`config.mk`:
```
export PLATFORM = sky130hd
export DESIGN_NAME = dmem_arbiter
export DESIGN_NICKNAME = d
export VERILOG_FILES = /design/src/rtl/dmem_pkg.sv /design/src/rtl/rr_arbiter2.sv /design/src/rtl/dmem_arbiter.sv
export SDC_FILE = /design/constraint.sdc
export NUM_CORES = 1
export LEC_CHECK = 0
export ABC_AREA = 1
export BUFFER_PORTS_ARGS = -buffer_cell sky130_fd_sc_hd__clkbuf_2
export CAP_MARGIN = 0
export CORE_AREA = 2 2 108 110
export CTS_CLUSTER_SIZE = 12
export DETAILED_ROUTE_END_ITERATION = 6
export DIE_AREA = 0 0 110 112
export GPL_TIMING_DRIVEN = 0
export PLACE_DENSITY_LB_ADDON = 0.05
export SLEW_MARGIN = 20
export SYNTH_ARGS = -nofsm -noshare
export SYNTH_HDL_FRONTEND = slang
export SYNTH_HIERARCHICAL = 1
export SYNTH_SLANG_ARGS = --single-unit
```
`constraint.sdc`:
```
create_clock -name clk -period 2.6 [get_ports clk]
set_input_delay 0.13 -clock clk [delete_from_list [all_inputs] [get_ports clk]]
set_output_delay 0.13 -clock clk [all_outputs]
set_load 0.005 [all_outputs]
```
`src/rtl/dmem_pkg.sv`:
```
// Shared types and constants for the data-memory arbiter.
package dmem_pkg;

  typedef enum logic {UNLOCKED = 1'b0, LOCKED = 1'b1} lock_state_e;

  localparam int NUM_PORTS        = 2;
  localparam int DEFAULT_MEM_SIZE = 1024;
  localparam int MEM_BYTES        = DEFAULT_MEM_SIZE * 4;

  // Highest legal word-aligned byte address for a memory of the given depth.
  function automatic int unsigned last_word_addr(input int unsigned words);
    return words * 4 - 4;
  endfunction

endpackage

```
`src/rtl/rr_arbiter2.sv`:
```
// Two-way round-robin arbiter; force_en pins the grant to force_id (lock owner).
module rr_arbiter2 (
  input  logic [1:0] valid,
  input  logic       last,
  input  logic       force_en,
  input  logic       force_id,
  output logic [1:0] grant,
  output logic       id
);

  always_comb begin
    grant = 2'b00;
    id    = 1'b0;
    if (force_en) begin
      // A locked owner that is idle leaves the memory idle; the other port waits.
      id              = force_id;
      grant[force_id] = valid[force_id];
    end else if (valid == 2'b11) begin
      id           = ~last;
      grant[~last] = 1'b1;
    end else if (valid[1]) begin
      id    = 1'b1;
      grant = 2'b10;
    end else if (valid[0]) begin
      id    = 1'b0;
      grant = 2'b01;
    end
  end

endmodule

```
`src/rtl/dmem_arbiter.sv`:
```
// Two-port round-robin arbiter with RMW lock, lock timeout and bounds check
// in front of a single-ported, combinationally read data memory.
module dmem_arbiter
  import dmem_pkg::*;
#(
  parameter int ADDR_WIDTH   = 32,
  parameter int DATA_WIDTH   = 32,
  parameter int MEM_SIZE     = DEFAULT_MEM_SIZE,
  parameter int LOCK_TIMEOUT = 16
) (
  input  logic                                  clk,
  input  logic                                  reset,
  input  logic [NUM_PORTS-1:0]                  req_valid,
  output logic [NUM_PORTS-1:0]                  req_ready,
  input  logic [NUM_PORTS-1:0][ADDR_WIDTH-1:0]  req_addr,
  input  logic [NUM_PORTS-1:0][DATA_WIDTH-1:0]  req_wdata,
  input  logic [NUM_PORTS-1:0]                  req_we,
  input  logic [NUM_PORTS-1:0][3:0]             req_be,
  input  logic [NUM_PORTS-1:0]                  req_lock,
  output logic [NUM_PORTS-1:0]                  rsp_valid,
  output logic [DATA_WIDTH-1:0]                 rsp_rdata,
  output logic                                  rsp_err,
  output logic [ADDR_WIDTH-1:0]                 mem_addr,
  output logic [DATA_WIDTH-1:0]                 mem_wdata,
  output logic                                  mem_we,
  output logic [3:0]                            mem_be,
  input  logic [DATA_WIDTH-1:0]                 mem_rdata
);

  localparam int CNT_W = $clog2(LOCK_TIMEOUT + 1);
  localparam logic [ADDR_WIDTH-1:0] MAX_ADDR = ADDR_WIDTH'(last_word_addr(MEM_SIZE));

  lock_state_e          state;
  logic                 owner;
  logic [CNT_W-1:0]     idle_cnt;
  logic                 last_grant;
  logic [1:0]           grant;
  logic                 g;
  logic                 fire;
  logic                 in_range;

  rr_arbiter2 u_rr (
    .valid    (req_valid),
    .last     (last_grant),
    .force_en (state == LOCKED),
    .force_id (owner),
    .grant    (grant),
    .id       (g)
  );

  // Request stage: grant, handshake and memory mux, no added latency
  assign req_ready = reset ? 2'b00 : grant;
  assign fire      = |(req_valid & req_ready);
  assign in_range  = (req_addr[g] <= MAX_ADDR);

  assign mem_addr  = req_addr[g];
  assign mem_wdata = req_wdata[g];
  assign mem_be    = req_be[g];
  assign mem_we    = fire & req_we[g] & in_range;

  // Response stage: one-cycle pulse to the winner with captured read data
  always_ff @(posedge clk or posedge reset) begin
    if (reset) begin
      rsp_valid <= '0;
      rsp_rdata <= '0;
      rsp_err   <= 1'b0;
    end else if (fire) begin
      rsp_valid <= req_ready;
      rsp_rdata <= (req_we[g] || !in_range) ? '0 : mem_rdata;
      rsp_err   <= !in_range;
    end else begin
      rsp_valid <= '0;
      rsp_rdata <= '0;
      rsp_err   <= 1'b0;
    end
  end

  always_ff @(posedge clk or posedge reset) begin
    if (reset) begin
      state      <= UNLOCKED;
      owner      <= 1'b0;
      idle_cnt   <= '0;
      last_grant <= 1'b1;
    end else begin
      if (fire) last_grant <= g;
      case (state)
        UNLOCKED: begin
          idle_cnt <= '0;
          if (fire && req_lock[g]) begin
            state <= LOCKED;
            owner <= g;
          end
        end
        LOCKED: begin
          // An owner request in the same cycle as the timeout takes precedence.
          if (fire) begin
            idle_cnt <= '0;
            if (!req_lock[g]) state <= UNLOCKED;
          end else if (!req_valid[owner]) begin
            if (idle_cnt == CNT_W'(LOCK_TIMEOUT - 1)) begin
              state    <= UNLOCKED;
              idle_cnt <= '0;
            end else begin
              idle_cnt <= idle_cnt + 1'b1;
            end
          end
        end
        default: state <= UNLOCKED;
      endcase
    end
  end

endmodule

```
After elaboration in Yosys (flattened, before gate mapping)
Cells that the tools add are included.
- output and inout port bits: 106
- register bits: 43
- magnitude comparators: 6
- muxes and demuxes: 38
- equal/unequal tests: 3
- reductions and logical operators: 7
- $add $sub $neg: 1
- bitwise logic cells: 6
- operators with widths (cell ; count):
    $mux W32 ; 6
    $le A32 B12 Y1 const B ; 1
    $mux W1 ; 18
    $mux W5 ; 3
    $mux W2 ; 5
    $pmux W5 S2 ; 1
    $mux W4 ; 2
    $lt A1 B2 Y1 const B ; 3
    $add A5 B1 Y5 const B ; 1
    $eq A5 B4 Y1 const B ; 1
    $and A2 B2 Y2 ; 2
    $logic_and A1 B1 Y1 ; 3
    $ne A3 B3 Y1 const B ; 1
    $and A1 B1 Y1 ; 2
    $demux W1 S1 ; 2
    $eq A2 B2 Y1 const B ; 1
    $ge A1 B1 Y1 const B ; 2
    $not A1 Y1 ; 2
    $pmux W1 S2 ; 1
    $reduce_and A2 Y1 ; 1
    $reduce_or A2 Y1 ; 1
    $logic_not A1 Y1 ; 1
    $logic_or A1 B1 Y1 ; 1

Depth between registers and ports, before layout
- depth after elaboration: 13
- mapped depth: 15
- mapped depth without buffers: 13

By module
Netlist, hierarchy kept.
- modules (own cells, without submodules) (module ; area each (sq um) ; seq. area each (sq um) ; times used ; cells each):
    dmem_arbiter ; 2737.6 ; 1077.3 ; 1 ; 437
    rr_arbiter2 ; 43.8 ; 0.0 ; 1 ; 11

Worst setup path after synthesis
Ideal clock, no wire load.
- path kind: register to register
- from: reg last_grant
- to: reg rsp_rdata[1]
- period minus slack after synthesis: 1.879 ns
- arrival time: 1.810 ns
- path buffers: 3
- library setup time: 0.069 ns
- cell stages (with the launch flop): 16
- path slack: 0.721 ns
- cell sequence: dfstp_2 nand2_1 nand3_1 nand2_1 buf_6 inv_6 buf_6 nand2_1 nand2_1 nand2_1 nor2_1 nand2_1 nor2_2 nand4_4 buf_6 nor2_2
- RTL lines (item ; line ; text):
    start, declared ; dmem_arbiter.sv:36 ; logic last_grant;
    start signal, assigned ; dmem_arbiter.sv:85 ; if (fire) last_grant <= g;
    $not A1 Y1 * ; rr_arbiter2.sv:19 ; id = ~last;
    $mux W1 * ; rr_arbiter2.sv:18 ; end else if (valid == 2'b11) begin
    $mux W1 * ; rr_arbiter2.sv:14 ; if (force_en) begin
    named net g ; dmem_arbiter.sv:38 ; logic g;
    $mux W32 (implied by the code) (2 in series) ; dmem_arbiter.sv:54 ; assign in_range = (req_addr[g] <= MAX_ADDR);
    $le A32 B12 Y1 ; dmem_arbiter.sv:54 ;
    $logic_not A1 Y1 ; dmem_arbiter.sv:69 ; rsp_rdata <= (req_we[g] || !in_range) ? '0 : mem_rdata;
    $logic_or A1 B1 Y1 * ; dmem_arbiter.sv:69 ;
    $mux W32 * ; dmem_arbiter.sv:69 ;
    $mux W32 * ; dmem_arbiter.sv:67 ; end else if (fire) begin
    end signal, assigned ; dmem_arbiter.sv:69 ;
    end, declared ; dmem_arbiter.sv:21 ; output logic [DATA_WIDTH-1:0] rsp_rdata,
The timed path passes the listed nets; every way through them passes the cells marked *. The select of a mux whose other input is x is not followed.
A chain may end at the register's enable or synchronous reset.

Final worst setup path
- from: reg last_grant
- to: out mem_we
- RTL lines (item ; line ; text):
    $not A1 Y1 * ; rr_arbiter2.sv:19 ;
    $mux W1 * ; rr_arbiter2.sv:18 ;
    $mux W1 * ; rr_arbiter2.sv:14 ;
    named net g ; dmem_arbiter.sv:38 ;
    $mux W32 (implied by the code) / $mux W1 (equally long branches) (2 in series) ; dmem_arbiter.sv:54, dmem_arbiter.sv:59 ;
    $le A32 B12 Y1 / $and A1 B1 Y1 (equally long branches) ; dmem_arbiter.sv:54, dmem_arbiter.sv:59 ;
    $and A1 B1 Y1 * ; dmem_arbiter.sv:59 ; assign mem_we = fire & req_we[g] & in_range;
    end, declared ; dmem_arbiter.sv:25 ; output logic mem_we,
Marked as above.

==> results.txt <==
Headroom to the max-slew limit came out at 0.728. The met1 track utilization from global routing is 0.182. After detailed routing, the number of remaining DRC violations is 0. The total count of hold-check failures in the final report came to 0. The count of different cell masters after synthesis came out at 22.

The global-route wire length before repair is 16500 µm. The cell area after layout came out at 4630 µm². In the global route stage, met3 resource usage came out at 0.0375. The largest voltage drop on the vdd net came out at 0.306 mV. The flip-flop cell with the highest count after synthesis is sky130_fd_sc_hd__dfrtp_1. The total nets after synthesis is 625.

OpenSTA, run right after detailed placement, puts the worst setup slack at 0.0990 ns. Once detail routing completed, the nets flagged for antenna violations numbered 0. The shortest period the worst path allows is 2.42 ns. At the end of routability-driven placement, the weighted congestion stood at 0.914. Power spread over the standard cell area amounts to 730 nW/µm².

Row generation in the floorplan step produced 39 rows. The total routed wirelength came out at 10600 µm. The post-synthesis instance area came out at 2780 µm². After global routing, the most crowded layer is met2. The sequential fraction of the synthesis area came out at 0.387. The number of ports placed on the die boundary is 282. The initial antenna violation count came out at 0. In the global route stage, overall resource usage came out at 0.170.

The master cell of the clock root buffer is sky130_fd_sc_hd__clkbuf_16. In this run the static leakage power is 3.01 nW. The number of buffers on the longest clock path is 2. The routed wirelength normalized by instance count came out at 11.9 µm.

The post-detailed-placement half-perimeter wirelength is 9100 µm. Data on the critical path arrives at its endpoint at 2.29 ns. The signal on the critical path passes through nand2_1 > nand3_1 > nand2_1 > buf_6 > inv_6 > buf_6 > nand2_1 > nand2_1 > nand2_1 > nor2_2 > nand2_1 > nor2_4 > nand4_4 > nor2_2 > clkbuf_2. The setup TNS after final layout is 0 ns. The number of CTS-inserted buffers came out at 5.

The number of iterations in the first detailed-routing pass came out at 4. The max-slew violation count came out at 0. The floorplan step set the die height to 112 µm. The TritonCTS clock tree is done.

In the final layout, the share of cells above drive strength 1 is 0.456. The final total power is 3.38 mW. The synthesized design contains 43 register bits.

The post-synthesis cell count came out at 448. Across all layers, the routed design uses 3668 vias. The critical path is of the register to output pin type. The number of synthesized flops with an enable pin is 0. The maximum cell stage delay along the critical path is 0.54 ns. The clock transition at the register clock pins on the worst setup and hold paths after CTS came out at 0.06 ns. The core area came out at 11200 µm². The maximum number of pins on one net before global-route repair came out at 32. The kind of path behind the tightest hold check is input port to register. The starting density of the core is 0.249. The H-tree depth reported by CTS came out at 2.

The clock net in this run drives a total of 43 sinks. Once placement completed, the tool counted placed cells totaling 873. The setup violation total in the final timing report came out at 0. The cell area reported after detailed placement is 4390 µm². The final worst-path cycle share came out at 0.930.

The clock latency at the later pin of the worst-skew pair came out at 0.28 ns. The synthesized area per cell is 6.21 µm². The non-filler instance count after layout came out at 884.

After synthesis, the share of flip-flops with an asynchronous set or reset is 1.00. Measured along the x axis, the die boundary spans 110 µm. The total number of nets in the final design is 917. Among the stages of the critical path, the cell type that occurs most often is sky130_fd_sc_hd__nand2_1. Port buffering added 281 buffers. For this run, the top clock speed supported by timing is 414 MHz. For the pin with the worst max-slew slack, the measured transition is 0.408 ns. Dividing the detail-routed via count by the number of cells gives 4.15. Setup repair after global routing left no endpoint under its margin.

The number of synthesis warnings came out at 6. On the final layout, the worst clock skew is 0.00292 ns. The slowest stage of the critical path belongs to the cell sky130_fd_sc_hd__dfstp_2.

In this run the worst path has a maximum fanout of 10. The die footprint came out at 12300 µm². The number of global-route vias before repair is 3593. Across the run, the number of max-cap violations was 0.

Across all setup checks in the final design, the least slack found is 0.183 ns. The DRC marker count from the first detailed-route iteration came out at 114. The area added between synthesis and finish came out at 66.4%. The run finished with clean final reports. The required time of the worst setup path is 2.47 ns. STA classifies the critical path endpoint as an output pin. The antenna cell count came out at 0. The global-route congestion overflow total came out at 0. STA classifies the critical path startpoint as a register. For met2 alone, demand over resource in global routing was 0.326.
registers in the layout, indices dropped and copies added, names as in the netlist:
name and count:
rsp_rdata 32, idle_cnt 5, rsp_valid 2, last_grant 1
owner 1, rsp_err 1, state 1
critical path, delay by kind of cell, from the launching register on:
kind / cells / cell delay [ns]
buf+inv: 4 / 0.51
simple gates: 11 / 0.95
flops: 1 / 0.54
synth_stat cells, types with 2 or more instances:
cell type | count | share of area
sky130_fd_sc_hd__a21oi_1 | 2 | 0.0036
sky130_fd_sc_hd__buf_1 | 2 | 0.0027
sky130_fd_sc_hd__buf_2 | 2 | 0.0036
sky130_fd_sc_hd__buf_6 | 7 | 0.028
sky130_fd_sc_hd__clkbuf_1 | 9 | 0.012
sky130_fd_sc_hd__dfrtp_1 | 42 | 0.38
sky130_fd_sc_hd__inv_1 | 36 | 0.049
sky130_fd_sc_hd__nand2_1 | 272 | 0.37
sky130_fd_sc_hd__nand3_1 | 6 | 0.011
sky130_fd_sc_hd__nor2_1 | 32 | 0.043
sky130_fd_sc_hd__nor2_2 | 22 | 0.049
sky130_fd_sc_hd__nor3_1 | 2 | 0.0036
sky130_fd_sc_hd__o21ai_0 | 4 | 0.0072
sky130_fd_sc_hd__xor2_1 | 2 | 0.0063
area by class of cell:
| type | count | area (µm²) |
|---|---|---|
| Timing Repair Buffer | 286 | 1460 |
| Buffer | 20 | 151 |
| Inverter | 37 | 144 |
| Tap cell | 143 | 179 |
| Multi-Input combinational cell | 347 | 1450 |
| Clock buffer | 5 | 125 |
| Clock inverter | 3 | 43.8 |
| Fill cell | 1206 | 6550 |
| Sequential cell | 43 | 1080 |
cell families after synthesis:
family                     synth area share
xor gates and xnor gates            0.00630
DFF                                   0.387
adders and majority gates           0.00450
buffers and inverters                 0.101
AOI/OAI and AO/OA                    0.0108
and+or+nand+nor                       0.486
muxes                               0.00360
report_power, final:
group | switching [mW] | internal (mW)
combinational | 1.15 | 0.770
sequential | 0.0304 | 0.711
clock | 0.263 | 0.453
total | 1.44 | 1.93
layout by cell type (no fill, tap or decap), drive strengths merged:
master         n
clkbuf       296
nand2        272
nor2          54
dfrtp         42
inv           37
buf           14
nand3          6
o21ai          4
nor3           2
xor2           2
a21oi          2
nand4          2
clkinv         2
mux2i          1
and3           1
ha             1
bufinv         1
dlygate4sd3    1
dfstp          1
metal layers:
metal / part of all wire / routed length, µm / vias to the layer above
li1: - / - / 1903
met2: 0.53 / 5570 / 171
met5: 0 / 0 / -
met3: 0.079 / 833 / 18
met1: 0.37 / 3960 / 1576
met4: 0.019 / 203 / 0
repair_timing:
| item | CTS | global route |
|---|---|---|
| hold buffers | 1 | 0 |
| hold endpoints to repair | 11 | 0 |
| setup buffers | 2 | 1 |
| endpoints found under the setup margin | 31 | 24 |
| resized for setup | 4 | 13 |
metrics by stage:
stage,utilization,hold WS (ns)
final,0.414,0.0497
after global routing,0.414,0.0483
after CTS,0.410,0.0474
after detailed placement,0.393,0.147
after global placement,0.391,0.344
after floorplan,-,0.201
final timing paths:
check	depth (start not counted)	to	slack (ns)	start
max in group asynchronous	4	rsp_rdata[30]	1.73	reset
worst max-delay path	15	mem_we	0.18	last_grant
worst min-delay path	3	rsp_rdata[0]	0.05	mem_rdata[0]
min in group asynchronous	3	idle_cnt[0]	0.41	reset
worst min register to register	1	idle_cnt[4]	0.51	idle_cnt[4]
worst max register to register	15	rsp_rdata[6]	0.30	last_grant
(Power assumes the default switching activity.)
